`src/rtl/spi_pkg.sv`:
```
// Shared types and default geometry for the SPI burst slave.
package spi_pkg;

  localparam int DEF_ADDR_W      = 6;
  localparam int DEF_DATA_W      = 8;
  localparam int DEF_SYNC_STAGES = 2;
  localparam int HDR_LEN         = 2 + DEF_ADDR_W;

  typedef enum logic [1:0] {
    IDLE   = 2'd0,
    HEADER = 2'd1,
    DATA   = 2'd2,
    DRAIN  = 2'd3
  } spi_state_e;

  // Header is rw bit, parity bit, then the address.
  function automatic int hdr_len(input int addr_w);
    return 2 + addr_w;
  endfunction

endpackage

```
`src/rtl/spi_sync_edge.sv`:
```
// Multi-flop synchroniser for one asynchronous SPI pin with rise/fall pulses.
module spi_sync_edge #(
  parameter int SYNC_STAGES = 2
) (
  input  logic clock,
  input  logic reset_n,
  input  logic i_async,
  output logic o_level,
  output logic o_rise,
  output logic o_fall
);

  logic [SYNC_STAGES-1:0] r_sync;
  logic                   r_prev;

  // Resetting to 0 means a cs_n held low through reset must go high
  // before a new frame can start.
  always_ff @(posedge clock or negedge reset_n) begin
    if (!reset_n) begin
      r_sync <= '0;
      r_prev <= 1'b0;
    end else begin
      r_sync[0] <= i_async;
      for (int i = 1; i < SYNC_STAGES; i++) r_sync[i] <= r_sync[i-1];
      r_prev <= r_sync[SYNC_STAGES-1];
    end
  end

  assign o_level = r_sync[SYNC_STAGES-1];
  assign o_rise  = r_sync[SYNC_STAGES-1] & ~r_prev;
  assign o_fall  = ~r_sync[SYNC_STAGES-1] & r_prev;

endmodule

```
`src/rtl/spi_burst_slave.sv`:
```
// SPI mode-0 register-access slave: rw/parity/address header followed by
// one or more data words, with optional address auto-increment.
module spi_burst_slave
  import spi_pkg::*;
#(
  parameter int ADDR_W      = DEF_ADDR_W,
  parameter int DATA_W      = DEF_DATA_W,
  parameter int BURST_EN    = 1,
  parameter int SYNC_STAGES = DEF_SYNC_STAGES
) (
  input  logic              clock,
  input  logic              reset_n,
  input  logic              spi_clk,
  input  logic              cs_n,
  input  logic              mosi,
  output logic              miso,
  output logic [ADDR_W-1:0] address,
  output logic              write_en,
  output logic [DATA_W-1:0] wr_data,
  output logic              read_en,
  input  logic [DATA_W-1:0] rd_data,
  output logic              busy,
  output logic              parity_err,
  output logic [7:0]        err_count
);

  localparam int HLEN  = hdr_len(ADDR_W);
  localparam int MAXL  = (HLEN > DATA_W) ? HLEN : DATA_W;
  localparam int SR_W  = MAXL - 1;
  localparam int CNT_W = $clog2(MAXL);
  localparam logic [CNT_W-1:0] HDR_LAST  = CNT_W'(HLEN - 1);
  localparam logic [CNT_W-1:0] WORD_LAST = CNT_W'(DATA_W - 1);

  logic w_sck_lvl, w_sck_rise, w_sck_fall;
  logic w_cs_lvl, w_cs_rise, w_cs_fall;
  logic w_mosi, w_mosi_rise, w_mosi_fall;
  logic w_unused;

  spi_sync_edge #(.SYNC_STAGES(SYNC_STAGES)) u_sync_sck (
    .clock(clock), .reset_n(reset_n), .i_async(spi_clk),
    .o_level(w_sck_lvl), .o_rise(w_sck_rise), .o_fall(w_sck_fall)
  );
  spi_sync_edge #(.SYNC_STAGES(SYNC_STAGES)) u_sync_cs (
    .clock(clock), .reset_n(reset_n), .i_async(cs_n),
    .o_level(w_cs_lvl), .o_rise(w_cs_rise), .o_fall(w_cs_fall)
  );
  spi_sync_edge #(.SYNC_STAGES(SYNC_STAGES)) u_sync_mosi (
    .clock(clock), .reset_n(reset_n), .i_async(mosi),
    .o_level(w_mosi), .o_rise(w_mosi_rise), .o_fall(w_mosi_fall)
  );

  assign w_unused = &{1'b0, w_sck_lvl, w_cs_lvl, w_mosi_rise, w_mosi_fall};

  spi_state_e        r_state, w_next;
  logic [CNT_W-1:0]  r_bit_cnt;
  logic [SR_W-1:0]   r_shift;
  logic              r_rw, r_hdr_x, r_first, r_rd_load, r_miso;
  logic [DATA_W-1:0] r_tx;

  logic [SR_W-1:0]   w_shift_nx;
  logic [HLEN-1:0]   w_hdr;
  logic [DATA_W-1:0] w_word;
  logic              w_word_end, w_par_bad;

  assign w_shift_nx = {r_shift[SR_W-2:0], w_mosi};
  assign w_hdr      = {r_shift[HLEN-2:0], w_mosi};
  assign w_word     = {r_shift[DATA_W-2:0], w_mosi};
  assign w_word_end = (r_state == DATA) && w_sck_rise && (r_bit_cnt == WORD_LAST);
  assign w_par_bad  = r_hdr_x ^ (^w_word);

  always_ff @(posedge clock or negedge reset_n) begin
    if (!reset_n) r_state <= IDLE;
    else          r_state <= w_next;
  end

  // Read frames keep streaming through a parity failure; only writes drain.
  always_comb begin
    w_next = r_state;
    if (w_cs_rise) begin
      w_next = IDLE;
    end else begin
      case (r_state)
        IDLE:    if (w_cs_fall) w_next = HEADER;
        HEADER:  if (w_sck_rise && (r_bit_cnt == HDR_LAST)) w_next = DATA;
        DATA:    if (w_word_end && r_first && ((w_par_bad && !r_rw) || (BURST_EN == 0)))
                   w_next = DRAIN;
        default: w_next = r_state;
      endcase
    end
  end

  always_comb begin
    busy = (r_state != IDLE);
  end

  always_ff @(posedge clock or negedge reset_n) begin
    if (!reset_n) begin
      r_bit_cnt  <= '0;
      r_shift    <= '0;
      r_rw       <= 1'b0;
      r_hdr_x    <= 1'b0;
      r_first    <= 1'b0;
      r_rd_load  <= 1'b0;
      r_miso     <= 1'b0;
      r_tx       <= '0;
      address    <= '0;
      write_en   <= 1'b0;
      wr_data    <= '0;
      read_en    <= 1'b0;
      parity_err <= 1'b0;
      err_count  <= '0;
    end else begin
      write_en  <= 1'b0;
      read_en   <= 1'b0;
      r_rd_load <= read_en;
      // Write address advances once the strobe cycle is over.
      if (write_en && (BURST_EN != 0)) address <= address + ADDR_W'(1);
      case (r_state)
        IDLE: begin
          r_miso <= 1'b0;
          if (w_cs_fall) begin
            parity_err <= 1'b0;
            r_bit_cnt  <= '0;
            r_shift    <= '0;
            r_first    <= 1'b1;
          end
        end
        HEADER: begin
          if (w_sck_rise) begin
            r_shift <= w_shift_nx;
            if (r_bit_cnt == HDR_LAST) begin
              r_bit_cnt <= '0;
              r_rw      <= w_hdr[HLEN-1];
              r_hdr_x   <= ^w_hdr;
              address   <= w_hdr[ADDR_W-1:0];
              read_en   <= w_hdr[HLEN-1];
            end else begin
              r_bit_cnt <= r_bit_cnt + CNT_W'(1);
            end
          end
        end
        DATA: begin
          if (w_sck_rise) begin
            r_shift <= w_shift_nx;
            if (r_bit_cnt == WORD_LAST) begin
              r_bit_cnt <= '0;
              r_first   <= 1'b0;
              if (r_first && w_par_bad) begin
                parity_err <= 1'b1;
                if (err_count != 8'hFF) err_count <= err_count + 8'd1;
              end
              if (r_rw) begin
                if (BURST_EN != 0) begin
                  read_en <= 1'b1;
                  address <= address + ADDR_W'(1);
                end
              end else if (!(r_first && w_par_bad)) begin
                write_en <= 1'b1;
                wr_data  <= w_word;
              end
            end else begin
              r_bit_cnt <= r_bit_cnt + CNT_W'(1);
            end
          end
          if (w_sck_fall && r_rw) begin
            r_miso <= r_tx[DATA_W-1];
            r_tx   <= r_tx << 1;
          end
        end
        default: ;
      endcase
      if (r_rd_load) r_tx <= rd_data;
      if (w_cs_rise) r_miso <= 1'b0;
    end
  end

  assign miso = r_miso & ~cs_n;

endmodule

```
`config.mk`:
```
export PLATFORM = sky130hd
export DESIGN_NAME = spi_burst_slave
export DESIGN_NICKNAME = d
export VERILOG_FILES = /design/src/rtl/spi_pkg.sv /design/src/rtl/spi_sync_edge.sv /design/src/rtl/spi_burst_slave.sv
export SDC_FILE = /design/constraint.sdc
export NUM_CORES = 1
export LEC_CHECK = 0
export CELL_PAD_IN_SITES_DETAIL_PLACEMENT = 1
export CELL_PAD_IN_SITES_GLOBAL_PLACEMENT = 1
export CORE_MARGIN = 1.5
export CORE_UTILIZATION = 30
export CTS_BUF_LIST = sky130_fd_sc_hd__clkbuf_2 sky130_fd_sc_hd__clkbuf_4 sky130_fd_sc_hd__clkbuf_8
export DETAILED_ROUTE_END_ITERATION = 16
export GPL_TIMING_DRIVEN = 0
export HOLD_SLACK_MARGIN = 0.06
export PLACE_DENSITY = 0.59
export SLEW_MARGIN = 15
export SYNTH_ARGS = -nofsm -noshare
export SYNTH_HDL_FRONTEND = slang
export SYNTH_SLANG_ARGS = --single-unit
```
`constraint.sdc`:
```
create_clock -name clock -period 2.7 [get_ports clock]
set_input_delay 0.54 -clock clock [delete_from_list [all_inputs] [get_ports clock]]
set_output_delay 0.54 -clock clock [all_outputs]
set_load 0.005 [all_outputs]
```
[Word-level counts from Yosys, hierarchy flattened]
Cells that the tools add are included.
Word-level totals
  input bits: 13
  bits in registers: 58
  output and inout bits: 27
  word-level logic and storage cells: 122
Cells by class
  bitwise logic cells: 13
  equality and inequality tests: 13
  reduce and logical (&&, ||, !) cells: 28
  mux-type cells: 45
  add/sub/neg operators: 3
Operators with widths (count)
  6-bit 2-to-1 mux: 6
  8-bit 2-to-1 mux: 3
  1-bit 2-to-1 mux: 19
  5-bit AND reduction: 3
  7-bit 2-to-1 mux: 2
  7-bit case mux with 2 select lines: 1
  6-bit case mux with 2 select lines: 1
  2-bit nonzero test: 5
  3-bit 2-to-1 mux: 3
  3-bit by 1-bit inequality test with 1-bit output (second input constant): 3
  8-bit by 1-bit adder with 8-bit output (second input constant): 1
  1-bit logical AND: 8
  2-bit 2-to-1 mux: 4
  2-bit by 1-bit inequality test with 1-bit output (second input constant): 4
  8-bit inequality test (second input constant): 1
  1-bit case mux with 2 select lines: 4
  4-bit AND reduction: 2
  8-bit XOR reduction: 1
  1-bit inverter: 7
  6-bit by 1-bit adder with 6-bit output (second input constant): 1
  2-bit case mux with 3 select lines: 1
  3-bit case mux with 2 select lines: 1
  3-bit AND reduction: 2
  1-bit bitwise AND: 5
  13 further kinds: 14

[Logic depth before layout (Yosys ltp)]
  word-level depth: 9
  gate-level depth with buffers: 9
  gate-level depth less buffers: 7

[Modules after synthesis]
From an unflattened synthesis, not the netlist that was laid out.
Unflattened totals
  cell total of the unflattened synthesis: 269
  area, all modules: 2862.7 µm²
By module, submodules not included
  spi_burst_slave: cells an instance 254, area each 2592.5 µm², seq. area each 1251.2 µm², times used 1
  spi_sync_edge: cells an instance 5, area each 90.1 µm², seq. area each 75.1 µm², times used 3

[Worst setup path after synthesis]
No wires, ideal clock.
  path kind: register to register
  start: reg r_shift[2]
  end: reg wr_data[0]
  setup time: 0.125 ns
  required time: 2.575 ns
  slack: 0.621 ns
  cell stages (with the launch flop): 7
  period minus slack after synthesis: 2.079 ns
  arrival time: 1.954 ns
  path buffers: 1
  path through: dfrtp_1 > xnor2_1 > xnor2_1 > xnor3_2 > o2111a_1 > buf_6 > mux2_4
On the way
  word-level cells in the longest chain between the ends: 5
RTL lines
  from (decl): line spi_burst_slave.sv:56  | logic [SR_W-1:0] r_shift;
  from (signal assigned): line spi_burst_slave.sv:130  | r_shift <= w_shift_nx;
  from (signal assigned): line spi_burst_slave.sv:144  | r_shift <= w_shift_nx;
  8-bit XOR reduction: line spi_burst_slave.sv:69  | assign w_par_bad = r_hdr_x ^ (^w_word);
  1-bit bitwise XOR: line spi_burst_slave.sv:69
  1-bit logical AND: line spi_burst_slave.sv:157  | end else if (!(r_first && w_par_bad)) begin
  1-bit inverter (no source line)
  5-bit AND reduction (no source line)
  to (signal assigned): line spi_burst_slave.sv:159  | wr_data <= w_word;
  to (decl): line spi_burst_slave.sv:19  | output logic [DATA_W-1:0] wr_data,
Every way passes these cells.
A chain may end at the register's enable or synchronous reset.

[Worst setup path after layout]
  start: reg r_bit_cnt[0]
  end: reg err_count[1]
On the way
  word-level cells in the longest chain between the ends: 2
RTL lines
  from (decl): line spi_burst_slave.sv:55  | logic [CNT_W-1:0] r_bit_cnt;
  from (signal assigned): line spi_burst_slave.sv:138  | r_bit_cnt <= r_bit_cnt + CNT_W'(1);
  from (signal assigned): line spi_burst_slave.sv:162  | r_bit_cnt <= r_bit_cnt + CNT_W'(1);
  3-bit equality test: line spi_burst_slave.sv:145  | if (r_bit_cnt == WORD_LAST) begin
  5-bit AND reduction (no source line)
  to (signal assigned): line spi_burst_slave.sv:150  | if (err_count != 8'hFF) err_count <= err_count + 8'd1;
  to (decl): line spi_burst_slave.sv:24  | output logic [7:0] err_count
Every way passes these cells.

==> impl_metrics.prom <==
# TYPE chip_impl_metric gauge
chip_impl_metric{name="cp_max_fo",unit=""} 10
chip_impl_metric{name="gp_congestion",unit=""} 0.757
chip_impl_metric{name="fin_util",unit=""} 0.385
chip_impl_metric{name="wl",unit="mm"} 6.83
chip_impl_metric{name="clock_tree.buffer_depth",unit=""} 2
chip_impl_info{name="grt_busiest_layer",value="met2"} 1
chip_impl_info{name="rsz_0062_raised_after_global_routing",value="false"} 1
chip_impl_metric{name="clk_transition_reported_paths",unit="ps"} 70
chip_impl_metric{name="reg2reg_setup_slack",unit="ps"} 260
chip_impl_metric{name="drtIter0Drc",unit=""} 72
chip_impl_info{name="synthFlopType",value="sky130_fd_sc_hd__dfrtp_1"} 1
chip_impl_metric{name="groute.usage.overall",unit=""} 0.151
chip_impl_metric{name="synthesis.nets",unit=""} 284
chip_impl_metric{name="fin_skew",unit="ps"} 9.13
chip_impl_metric{name="synth_cell_types",unit=""} 42
chip_impl_metric{name="insertedDiodeCount",unit=""} 0
chip_impl_metric{name="use_met1",unit=""} 0.201
chip_impl_metric{name="holdBufCountCts",unit=""} 0
chip_impl_metric{name="first_pass_iteration_count_of_the_detailed_router",unit=""} 6
chip_impl_metric{name="ioPinCount",unit=""} 40
chip_impl_metric{name="final_layout_size_suffix_gt1_frac",unit=""} 0.0972
chip_impl_metric{name="dp.final_hpwl",unit="mm"} 4.69
chip_impl_metric{name="placementRows",unit=""} 35
chip_impl_metric{name="cts_buffers",unit=""} 9
chip_impl_info{name="netlist_top_cells_area",value="sky130_fd_sc_hd__dfrtp_1 (52%), sky130_fd_sc_hd__nand2_1 (6.0%), sky130_fd_sc_hd__o21ai_0 (4.8%)"} 1
chip_impl_metric{name="asyncSetResetFlopFracSynth",unit=""} 1.00
chip_impl_metric{name="met3_usage",unit=""} 0.0295
chip_impl_metric{name="overflow",unit=""} 0
chip_impl_metric{name="route.detailed.drc",unit=""} 0
chip_impl_metric{name="tightest_slew",unit="ps"} 660
chip_impl_metric{name="syn-instance-count",unit=""} 263
chip_impl_metric{name="setup-violations-final",unit=""} 0
chip_impl_metric{name="initial_utilization",unit=""} 0.306
chip_impl_metric{name="chip_height",unit="um"} 99.6
chip_impl_metric{name="routedWlPerCell",unit="um"} 15.9
chip_impl_metric{name="drv_slew",unit=""} 0
chip_impl_info{name="status",value="completed"} 1
chip_impl_metric{name="fin_crit_sh",unit=""} 0.904
chip_impl_metric{name="arrival",unit="ps"} 2670
chip_impl_metric{name="fp.dieArea",unit="um2"} 9920
chip_impl_metric{name="chip_width",unit="um"} 99.6
chip_impl_metric{name="synth-edff-count",unit=""} 0
chip_impl_metric{name="dr_total_vias",unit=""} 2147
chip_impl_metric{name="vias_per_cell",unit=""} 4.99
chip_impl_metric{name="max_cap_viol_count",unit=""} 0
chip_impl_metric{name="power_leakage",unit="nW"} 1.56
chip_impl_info{name="crit-reg2reg-capture",value="err_count[1]"} 1
chip_impl_metric{name="buffer_ports.inserted",unit=""} 39
chip_impl_info{name="worst_r2r_startpoint",value="r_bit_cnt[0]"} 1
chip_impl_metric{name="areaGrowthSynthToFinish",unit="%"} 26.0
chip_impl_metric{name="clock_sinks",unit=""} 58
chip_impl_info{name="startpoint_type",value="flop"} 1
chip_impl_metric{name="hold_viol_final",unit=""} 0
chip_impl_metric{name="cts.htree.levels",unit=""} 3
chip_impl_metric{name="antenna_found_initial",unit=""} 0
chip_impl_metric{name="vdd_drop_max",unit="mV"} 0.249
chip_impl_metric{name="post-route-worst-setup-slack",unit="ps"} 258
chip_impl_info{name="post_synth_top_area_cell",value="sky130_fd_sc_hd__dfrtp_1"} 1
chip_impl_info{name="clock_tree.root_cell",value="sky130_fd_sc_hd__clkbuf_8"} 1
chip_impl_metric{name="place_ws",unit="ps"} 242
chip_impl_metric{name="postRouteAntennaNets",unit=""} 0
chip_impl_info{name="endpoint_kind",value="flop"} 1
chip_impl_metric{name="crit_required",unit="ps"} 2930
chip_impl_metric{name="ys_seq_area_frac",unit=""} 0.518
chip_impl_metric{name="clk_latency",unit="ps"} 340
chip_impl_metric{name="cts_resized",unit=""} 0
chip_impl_metric{name="period_minus_slack",unit="ps"} 2440
chip_impl_metric{name="max_freq",unit="MHz"} 410
chip_impl_info{name="tritoncts",value="done"} 1
chip_impl_metric{name="ys_warn_count",unit=""} 0
chip_impl_metric{name="final_net_count",unit=""} 335
chip_impl_info{name="setup.worst_path.class",value="flop to flop"} 1
chip_impl_metric{name="share_of_the_synthesized_area_in_the_top_cell_type",unit=""} 0.518
chip_impl_metric{name="timing.slew.headroom",unit=""} 0.560
chip_impl_metric{name="grt_first_pass_wirelength",unit="mm"} 11.6
chip_impl_metric{name="syn_area_per_cell",unit="um2"} 10.6
chip_impl_metric{name="ys_ff_latch",unit=""} 58
chip_impl_metric{name="grt_pass1_vias",unit=""} 2294
chip_impl_metric{name="coreArea",unit="um2"} 9150
chip_impl_metric{name="power.density_cell_area",unit="nW/um2"} 651
chip_impl_metric{name="post_synth_instance_area",unit="um2"} 2800
chip_impl_metric{name="post-cts-setup-buffer-count",unit=""} 0
chip_impl_metric{name="post-layout-total-power",unit="mW"} 2.29
chip_impl_info{name="min-delay-path-class",value="primary input to async pin"} 1
chip_impl_metric{name="maximum_number_of_pins_on_one_net_before_global_route_repair",unit=""} 34
chip_impl_metric{name="met2_demand_to_capacity_share_in_global_routing",unit=""} 0.237
chip_impl_metric{name="worst_r2r_path_depth",unit=""} 7
sequential cells by signal, summed over array words and instances (netlist names), 2 cells and up:
name	flops
u_sync_mosi.r_sync	2
u_sync_cs.r_sync	2
wr_data	8
u_sync_sck.r_sync	2
r_tx	8
r_bit_cnt	3
r_state	2
address	6
r_shift	7
err_count	8
worst max-delay path: stages, from the launching register on:
cell and delay (ps):
sky130_fd_sc_hd__dfrtp_1 380, sky130_fd_sc_hd__ha_1 170, sky130_fd_sc_hd__ha_1 270, sky130_fd_sc_hd__and3b_1 190, sky130_fd_sc_hd__clkbuf_1 350, sky130_fd_sc_hd__nand4_1 360, sky130_fd_sc_hd__nor2_1 270, sky130_fd_sc_hd__mux2_2 350
synthesized netlist by cell type, types with 5 or more instances:
cell type / n
sky130_fd_sc_hd__clkbuf_1: 10
sky130_fd_sc_hd__nand2b_1: 5
sky130_fd_sc_hd__nand4_1: 8
sky130_fd_sc_hd__mux2i_1: 9
sky130_fd_sc_hd__xnor2_1: 7
sky130_fd_sc_hd__dfrtp_1: 58
sky130_fd_sc_hd__inv_1: 8
sky130_fd_sc_hd__a21oi_1: 5
sky130_fd_sc_hd__mux2_4: 8
sky130_fd_sc_hd__o21ai_0: 27
sky130_fd_sc_hd__nand2_1: 45
sky130_fd_sc_hd__nor2_1: 5
sky130_fd_sc_hd__ha_1: 8
sky130_fd_sc_hd__nand3b_1: 5
sky130_fd_sc_hd__xor2_1: 15
worst max path at each step:
stage | to | startpoint | slack, ps | cells past startpoint
6_report | err_count[1] | r_bit_cnt[0] | 260 | 7
5_1_grt | err_count[1] | r_bit_cnt[0] | 60 | 7
4_1_cts | err_count[1] | r_bit_cnt[0] | 230 | 7
3_5_place_dp | err_count[1] | r_bit_cnt[0] | 240 | 7
3_3_place_gp | err_count[1] | reset_n | -910 | 1
2_1_floorplan | wr_data[0] | r_shift[2] | 620 | 6
cell type report:
type	count	area (um2)
fill	1008	5630
sequential	58	1450
clock buffer	11	151
inverter	8	30.0
clock inverter	5	28.8
buffer	12	52.6
multi-input combinational	185	1270
timing repair buffer	40	408
tap	111	139
logic make-up after synthesis:
family          count (synthesis)  share of synthesized area
flops                          58                      0.518
mux                            19                     0.0831
compound gates                 50                      0.109
simple gates                   85                      0.147
xor+xnor                       23                     0.0773
fa+ha+maj                       8                     0.0357
buf+inv                        20                     0.0295
through the flow:
step | cells | instance area (um2) | setup TNS (ps) | hold WS, ps
floorplan | 263 | 2800 | 0 | 244
global placement | 413 | 3330 | -52400 | 335
detailed placement | 414 | 3350 | 0 | 336
CTS | 430 | 3530 | 0 | 98.0
global route | 430 | 3530 | 0 | 109
finish | 430 | 3530 | 0 | 94.3
power by group:
group	switching (mW)	total (mW)	internal [mW]
clock	0.362	0.740	0.378
sequential	0.0539	0.969	0.915
combinational	0.383	0.586	0.203
cells in the final DEF, fill, tap and decap left out, types with 7 or more instances in the layout:
cell type,Yosys,routed
sky130_fd_sc_hd__inv_1,8,8
sky130_fd_sc_hd__clkbuf_8,0,11
sky130_fd_sc_hd__clkdlybuf4s50_1,0,38
sky130_fd_sc_hd__mux2_4,8,8
sky130_fd_sc_hd__clkbuf_1,10,10
sky130_fd_sc_hd__xor2_1,15,15
sky130_fd_sc_hd__xnor2_1,7,7
sky130_fd_sc_hd__mux2i_1,9,9
sky130_fd_sc_hd__nand2_1,45,45
sky130_fd_sc_hd__nand4_1,8,8
sky130_fd_sc_hd__dfrtp_1,58,58
sky130_fd_sc_hd__o21ai_0,27,27
sky130_fd_sc_hd__ha_1,8,8
layer usage:
| layer | routed length [um] | up-vias | part of all wire |
|---|---|---|---|
| met2 | 3200 | 30 | 0.47 |
| li1 | - | 1022 | - |
| met1 | 3330 | 1083 | 0.49 |
| met3 | 184 | 12 | 0.027 |
| met5 | 0 | - | 0 |
| met4 | 115 | 0 | 0.017 |
(Power assumes the default switching activity.)
